<file path="src/rtl/shared_ram_arbiter.sv">
// Cycle-by-cycle round-robin arbiter for the shared work RAM port, sitting between
// the Z80 CPU bus and the video sprite-copy DMA. RAM has one-cycle registered reads.
module shared_ram_arbiter #(
  parameter int AW = 13,
  parameter int DW = 8
) (
  input  logic          clk_sys,
  input  logic          reset,
  input  logic [AW-1:0] cpu_addr,
  input  logic [DW-1:0] cpu_dout,
  input  logic          cpu_rd,
  input  logic          cpu_wr,
  output logic [DW-1:0] cpu_din,
  output logic          cpu_wait,
  input  logic [AW-1:0] dma_addr,
  input  logic          dma_en,
  output logic          dma_wait,
  output logic [DW-1:0] dma_data,
  output logic [AW-1:0] ram_addr,
  output logic          ram_we,
  output logic [DW-1:0] ram_din,
  input  logic [DW-1:0] ram_dout
);

  typedef enum logic [1:0] {OWN_NONE, OWN_CPU_RD, OWN_CPU_WR, OWN_DMA} own_t;

  own_t          r_own_d1;
  own_t          w_own;
  logic          r_last_cpu;
  logic          r_served;
  logic          r_done;
  logic [DW-1:0] r_cpu_din;
  logic [DW-1:0] r_dma_data;
  logic          w_cpu_act;
  logic          w_cpu_req;
  logic          w_cpu_gnt;
  logic          w_dma_gnt;

  // A CPU strobe is one request until it drops; r_served blocks re-granting it.
  assign w_cpu_act = cpu_rd | cpu_wr;
  assign w_cpu_req = w_cpu_act & ~r_served;
  assign w_cpu_gnt = ~reset & w_cpu_req & (~dma_en | ~r_last_cpu);
  assign w_dma_gnt = ~reset & dma_en & ~w_cpu_gnt;

  always_comb begin
    w_own    = OWN_NONE;
    ram_addr = dma_addr;
    ram_we   = 1'b0;
    ram_din  = cpu_dout;
    if (w_cpu_gnt) begin
      ram_addr = cpu_addr;
      ram_we   = cpu_wr;
      w_own    = cpu_wr ? OWN_CPU_WR : OWN_CPU_RD;
    end else if (w_dma_gnt) begin
      w_own    = OWN_DMA;
    end
  end

  always_ff @(posedge clk_sys) begin
    if (reset) begin
      r_own_d1   <= OWN_NONE;
      r_last_cpu <= 1'b0;
      r_served   <= 1'b0;
      r_done     <= 1'b0;
      r_cpu_din  <= '0;
      r_dma_data <= '0;
    end else begin
      r_own_d1 <= w_own;
      if (w_cpu_gnt) begin
        r_served   <= 1'b1;
        r_last_cpu <= 1'b1;
      end else if (w_dma_gnt) begin
        r_last_cpu <= 1'b0;
      end
      case (r_own_d1)
        OWN_CPU_RD: begin
          r_cpu_din <= ram_dout;
          r_done    <= 1'b1;
        end
        OWN_CPU_WR: r_done     <= 1'b1;
        OWN_DMA:    r_dma_data <= ram_dout;
        default:    ;
      endcase
      // An abandoned strobe still finishes on the RAM but never reports done.
      if (!w_cpu_act) begin
        r_served <= 1'b0;
        r_done   <= 1'b0;
      end
    end
  end

  assign cpu_din  = r_cpu_din;
  assign dma_data = r_dma_data;
  assign cpu_wait = w_cpu_act & ~r_done;
  assign dma_wait = dma_en & ~w_dma_gnt;

endmodule
</file>
<file path="config.mk">
export PLATFORM = sky130hd
export DESIGN_NAME = shared_ram_arbiter
export DESIGN_NICKNAME = d
export VERILOG_FILES = /design/src/rtl/shared_ram_arbiter.sv
export SDC_FILE = /design/constraint.sdc
export NUM_CORES = 1
export LEC_CHECK = 0
export ABC_AREA = 1
export ABC_CLOCK_PERIOD_IN_PS = 1600
export CORE_MARGIN = 3
export CORE_UTILIZATION = 32
export CTS_CLUSTER_SIZE = 25
export DETAILED_ROUTE_END_ITERATION = 7
export GPL_TIMING_DRIVEN = 1
export PLACE_DENSITY = 0.86
export SYNTH_ARGS = -nofsm -noshare
export SYNTH_HDL_FRONTEND = slang
export SYNTH_SLANG_ARGS = --single-unit
</file>
<file path="constraint.sdc">
create_clock -name clk_sys -period 1.6 [get_ports clk_sys]
set_input_delay 0.4 -clock clk_sys [delete_from_list [all_inputs] [get_ports clk_sys]]
set_output_delay 0.4 -clock clk_sys [all_outputs]
set_load 0.1 [all_outputs]
</file>
==> results of run 1 <==
-- cell usage after synthesis --
cell type / instances / area (sq um)
a21oi_4: 2 / 32.53
buf_4: 9 / 67.56
buf_6: 2 / 22.52
clkbuf_2: 1 / 5.000
dfxtp_1: 21 / 420.4
ha_1: 2 / 25.02
inv_1: 7 / 26.28
nand2_1: 30 / 112.6
nand2_4: 1 / 11.26
nand3_1: 15 / 75.07
nand3b_1: 1 / 7.510
nor2_1: 34 / 127.6
nor2_2: 1 / 6.260
nor2_4: 1 / 11.26
o21a_1: 2 / 15.01
o21ai_0: 16 / 80.08
-- worst max path at each step --
stage,start,end,slack [ns]
after floorplan,dma_en,dma_wait,-0.23
after global placement,dma_en,ram_we,-0.45
after detailed placement,dma_en,ram_addr[4],-0.47
after CTS,r_last_cpu,ram_addr[0],-0.26
after global routing,r_served,dma_wait,-0.39
final,r_served,dma_wait,-0.35
-- kinds of logic after synthesis --
logic type,after synthesis,synth area share [%]
adder cells (fa/ha/maj),2,2.392
buffers and inverters,19,11.60
AND/OR/NAND/NOR,83,33.61
AO/OA/AOI/OAI,20,12.20
flip-flops,21,40.19
-- routing by layer --
layer | track usage [%] | routed length [um] | vias to the layer above
li1 | - | - | 625
met1 | 23.30 | 1509 | 599
met2 | 40.45 | 2169 | 67
met3 | 4.100 | 286 | 16
met4 | 11.32 | 179 | 0
met5 | 0 | 0 | -
-- repair_timing --
item,CTS,global route
endpoints found under the setup margin,16,16
pin swaps,14,4
resized for setup,50,6
gates cloned,2,0
buffers inserted,4,1
-- state kept, by name, summed over array words and instances (netlist names) --
name,count
r_last_cpu,1
r_served,1
dma_data,8
r_own_d1,2
cpu_din,8
r_done,1
-- metrics by stage --
step           hold WS (ns)  power [mW]
6_report             0.5161       2.279
5_1_grt              0.5470       2.351
4_1_cts              0.5125       2.273
3_5_place_dp         0.4850       1.889
3_3_place_gp         0.4770       1.871
2_1_floorplan        0.4606       1.458
-- worst max-delay path, cell delays in order (launching register included) --
cell and delay, ns:
dfxtp_4 0.38, a21oi_4 0.23, buf_6 0.17, nand2_8 0.08, a21oi_4 0.17, buf_12 0.19
-- cell type report --
class,count,area (sq um)
Timing Repair Buffer,87,1204
Multi-Input combinational cell,106,782.0
Fill cell,176,551.8
Sequential cell,21,425.4
Tap cell,44,55.05
Inverter,7,30.03
Clock buffer,3,22.52
Clock inverter,1,7.507
-- power by group through the flow --
| stage | Sequential (mW) | Clock [mW] | Combinational [mW] |
|---|---|---|---|
| floorplan | 0.846 | 0 | 0.612 |
| global placement | 0.625 | 0 | 1.25 |
| detailed placement | 0.629 | 0 | 1.26 |
| CTS | 0.618 | 0.261 | 1.39 |
| global route | 0.625 | 0.291 | 1.43 |
| finish | 0.620 | 0.272 | 1.39 |
==> impl_metrics.json, run 1 <==
{
  "synth-warning-count": 0,
  "fin_tns_setup_ns": -4.559,
  "crit_type": "reg2out",
  "switching_share_pct": 47.66,
  "fin_nets": 275,
  "finalCritPeriodShare_pct": 121.7,
  "clkPwrFrac_pct": 11.9,
  "critPathMaxFanout": 8,
  "layout_setup_ws_ns": -0.3464,
  "r2r_end": "r_own_d1[1]",
  "hp-start": "r_last_cpu",
  "ys_seq_area_share_pct": 40.19,
  "rsz0062_at_grt": "yes",
  "vias": 1307,
  "cts_buffer_depth": 2,
  "rr_worst_depth": 6,
  "worstSkewPairLatency_ns": 0.31,
  "clock-sinks": 21,
  "worst_slew_pin_slew_ns": 0.3019,
  "dp_hpwl_um": 2612,
  "placedCellCount": 260,
  "drive_above_1_share_pct": 42.67,
  "routedWlPerCell_um": 15.41,
  "ant_nets": 0,
  "ys_ff_latch": 21,
  "finalHoldViolCount": 0,
  "min_path_cells": 2,
  "maxSlewHeadroom_pct": 79.87,
  "fin_skew_ns": 0.01126,
  "layout_common_cells": "35 x buf_12, 34 x clkdlybuf4s50_1, 33 x nor2_1",
  "viasPerCell": 4.859,
  "fin_area_sq_mm": 0.002526,
  "die_y_um": 63.18,
  "worstPathRequired_ns": 1.20,
  "fp.coreArea_sq_mm": 0.003078,
  "grt_max_degree": 18,
  "cts_tree": "built",
  "status": "complete, but fails checks",
  "std_cell_rows": 20,
  "seqPwrFrac_pct": 27.2,
  "pin_count": 87,
  "period_needed_ns": 1.946,
  "clock-root-buffer": "clkbuf_4",
  "drv_slew": 0,
  "io_buffers": 70,
  "fmax_mhz": 513.8,
  "ctsHoldBuffers": 0,
  "p_sw_mw": 1.086,
  "gp_congestion": 0.7758,
  "areaGrowthSynthToFinish_pct": 141.5,
  "clk_pin_slew_ns": 0.13,
  "p_int_mw": 1.193,
  "mostFrequentLayoutCell": "buf_12",
  "grt_pass1_vias": 1399,
  "grt_overflow": 0,
  "synthDistinctLibCells": 16,
  "grt_first_pass_wirelength_um": 6789,
  "synth.net_count": 194,
  "p_leak_nw": 1.068,
  "r2r-start": "r_served",
  "min_to": "r_last_cpu",
  "cp_data_arrival_time_ns": 1.55,
  "cts_made_buffers": 3,
  "finalSetupViolations": 15,
  "end_kind": "output pin",
  "start_util_pct": 33.98,
  "syn_inst": 145,
  "utilization_pct": 82.07,
  "violations": "negative setup slack",
  "routed_wirelength_um": 4144,
  "firstDrtPassIters": 4,
  "power_density_mw_per_mm2": 902.1,
  "antenna_cells_inserted": 0,
  "combPwrFrac_pct": 60.8,
  "stdcell_count": 269,
  "antenna_found_initial": 0,
  "hold_path_class": "reg2reg",
  "die_w_um": 63.18,
  "track_usage_pct": 21.85,
  "drcViolationCount": 0,
  "cts.htree.levels": 1,
  "syn_area_sq_mm": 0.001046,
  "first_iter_violations": 58,
  "post-place-ws_ns": -0.4725,
  "maxCapViolCount": 0,
  "postSynthAreaPerCell_sq_um": 7.214,
  "rrSetupSlack_ns": 0.33,
  "dieArea_sq_mm": 0.003991,
  "post_dp_cell_area_sq_mm": 0.002226,
  "ir_drop_uv": 564.1,
  "start_kind": "flop"
}
Note: power is estimated with default switching activity, not from simulation.
==> run 2: changes to the inputs <==
--- a/config.mk
+++ b/config.mk
@@ -12,7 +12,7 @@
 export CTS_CLUSTER_SIZE = 25
 export DETAILED_ROUTE_END_ITERATION = 7
 export GPL_TIMING_DRIVEN = 1
-export PLACE_DENSITY = 0.86
+export PLACE_DENSITY_LB_ADDON = 0.12
 export SYNTH_ARGS = -nofsm -noshare
 export SYNTH_HDL_FRONTEND = slang
 export SYNTH_SLANG_ARGS = --single-unit
==> constraint.sdc (replaced) <==
create_clock -name clk_sys -period 1.6 [get_ports clk_sys]
set_input_delay 0.32 -clock clk_sys [delete_from_list [all_inputs] [get_ports clk_sys]]
set_output_delay 0.32 -clock clk_sys [all_outputs]
set_load 0.1 [all_outputs]
==> run 2 against run 1 <==
The flow still finishes with violations (negative setup slack); global-route usage shrank 1.6 points; utilization shrank 1.8 points; sequential power is essentially flat; maximum frequency grew 7.5%; count of clock-buffer cells in the layout is the same; sequential share of layout area grew 0.23 points; combinational power is essentially flat; setup slack gained 0.14 ns; first-iteration DRC count grew 38%; via count shrank 1.6%; critical path type unchanged; largest cell class unchanged.
==> impl_metrics.json, run 2 (synthesis results as in run 1) <==
{
  "p_int_mw": 1.196,
  "clock-sinks": 21,
  "critPathTopFamily": "buffers and inverters",
  "combPwrFrac_pct": 60.7,
  "drv_slew": 0,
  "drive_above_1_share_pct": 39.65,
  "clock-root-buffer": "clkbuf_4",
  "antenna_found_initial": 0,
  "crit_type": "reg2out",
  "layout_common_cells": "37 x buf_12, 34 x clkdlybuf4s50_1, 33 x nor2_1",
  "seqPwrFrac_pct": 27.4,
  "worst_slew_pin_slew_ns": 0.3000,
  "finalHoldViolCount": 0,
  "gp_congestion": 0.7824,
  "hold_path_class": "reg2reg",
  "vias": 1286,
  "dieArea_sq_mm": 0.003991,
  "routedWlPerCell_um": 15.09,
  "crit_top_cell": "buf_12",
  "min_path_cells": 1,
  "viasPerCell": 4.745,
  "grt_pass1_vias": 1378,
  "switching_share_pct": 46.88,
  "start_util_pct": 33.98,
  "fin_nets": 277,
  "rsz0062_at_grt": "yes",
  "first_iter_violations": 80,
  "fillers": 195,
  "cp.buffers_inverters": 3,
  "critical_path.max_stage_delay_ns": 0.36,
  "critPathMaxFanout": 8,
  "die_w_um": 63.18,
  "crit_slowest_cell": "dfxtp_2",
  "finalCritPeriodShare_pct": 113.1,
  "grt_overflow": 0,
  "maxSlewHeadroom_pct": 80.00,
  "clk_pin_slew_ns": 0.13,
  "mostFrequentLayoutCell": "buf_12",
  "p_sw_mw": 1.056,
  "die_y_um": 63.18,
  "drcViolationCount": 0,
  "grt_max_degree": 18,
  "power_density_mw_per_mm2": 911.8,
  "post_dp_cell_area_sq_mm": 0.002161,
  "crit_chain": "a21oi_4 -> buf_12 -> buf_12 -> nand3_4 -> nand2_4 -> buf_12",
  "cts.htree.levels": 1,
  "fp.coreArea_sq_mm": 0.003078,
  "worstSetupPathDepth": 6,
  "cp_data_arrival_time_ns": 1.49,
  "antenna_cells_inserted": 0,
  "finalSetupViolations": 15,
  "grt_first_pass_wirelength_um": 6492,
  "pin_count": 87,
  "std_cell_rows": 20,
  "fmax_mhz": 552.5,
  "areaGrowthSynthToFinish_pct": 136.1,
  "firstDrtPassIters": 4,
  "worstSkewPairLatency_ns": 0.32,
  "clkPwrFrac_pct": 11.9,
  "period_needed_ns": 1.810,
  "io_buffers": 70,
  "fin_area_sq_mm": 0.002470,
  "worstPathRequired_ns": 1.28,
  "ir_drop_uv": 704.0,
  "routed_wirelength_um": 4090,
  "start_kind": "flop",
  "ant_nets": 0,
  "cts_tree": "built",
  "stdcell_count": 271,
  "dp_hpwl_um": 2756,
  "fin_skew_ns": 0.01425,
  "end_kind": "output pin",
  "utilization_pct": 80.24,
  "cts_made_buffers": 3,
  "placedCellCount": 258,
  "p_leak_nw": 1.077,
  "track_usage_pct": 20.22,
  "fin_tns_setup_ns": -2.794,
  "ctsHoldBuffers": 0,
  "maxCapViolCount": 0,
  "rr_worst_depth": 5,
  "cts_buffer_depth": 2,
  "layout_setup_ws_ns": -0.2098,
  "violations": "negative setup slack",
  "p_total_mw": 2.252,
  "status": "complete, but fails checks"
}
## run 2: cell count changes in the layout (fill, tap and decap cells not counted), sizes merged
cell           before  now
buf                49   51
clkinvlp            2    1
clkdlybuf4s15       3    0
dlygate4sd2         1    4
clkinv              0    1
## run 2: what timing repair did
| action | in CTS | in global routing |
|---|---|---|
| gates cloned | 2 | 0 |
| setup buffers | 7 | 0 |
| resized for setup | 25 | 11 |
| setup endpoints to repair | 16 | 15 |
| pin swaps | 23 | 13 |
| hold endpoints to repair | 0 | 0 |
## run 2: worst reg2reg max path, stage by stage, from the launching register on
cell     delay (ns)
dfxtp_1        0.34
inv_1          0.06
ha_1           0.31
inv_1          0.22
nor2_1         0.15
nor2_1         0.06
## run 2: per-stage QoR
step / setup slack [ns] / hold slack, ns
after floorplan: -0.08074 / 0.4549
after global placement: -0.3457 / 0.4757
after detailed placement: -0.4217 / 0.4839
after CTS: -0.1752 / 0.5122
after global routing: -0.2704 / 0.5264
final: -0.2098 / 0.5051
## run 2: final cells by class
type | count | area (sq um) | share of cell area, %
timing repair buffer | 89 | 1249 | 50.56
multi-input combinational | 106 | 686.9 | 27.81
sequential | 21 | 421.7 | 17.07
tap | 44 | 55.05 | 2.229
inverter | 7 | 30.03 | 1.216
clock buffer | 3 | 22.52 | 0.9119
clock inverter | 1 | 5.005 | 0.2026
## run 2: path summary, 6_finish.rpt
kind               start            to  slack, ns
max           r_last_cpu  ram_addr[11]      -0.21
min               r_done        r_done       0.51
max reg2reg  r_own_d1[1]    cpu_din[4]       0.35
min reg2reg       r_done        r_done       0.51
## run 2: power groups by stage
stage / combinational [mW] / sequential (mW) / clock, mW
after floorplan: 0.591 / 0.845 / 0
after global placement: 1.22 / 0.626 / 0
after detailed placement: 1.23 / 0.628 / 0
after CTS: 1.33 / 0.617 / 0.259
after global routing: 1.41 / 0.623 / 0.293
final: 1.37 / 0.618 / 0.268
## run 2: routing by layer
metal | up-vias | global-route usage (%) | share of wire [%] | routed length [um]
met5 | - | 0 | 0 | 0
met4 | 0 | 3.774 | 2.8 | 114
met3 | 12 | 5.882 | 5.7 | 235
met2 | 54 | 37.94 | 56 | 2288
met1 | 599 | 22.59 | 35 | 1450
li1 | 621 | - | - | -
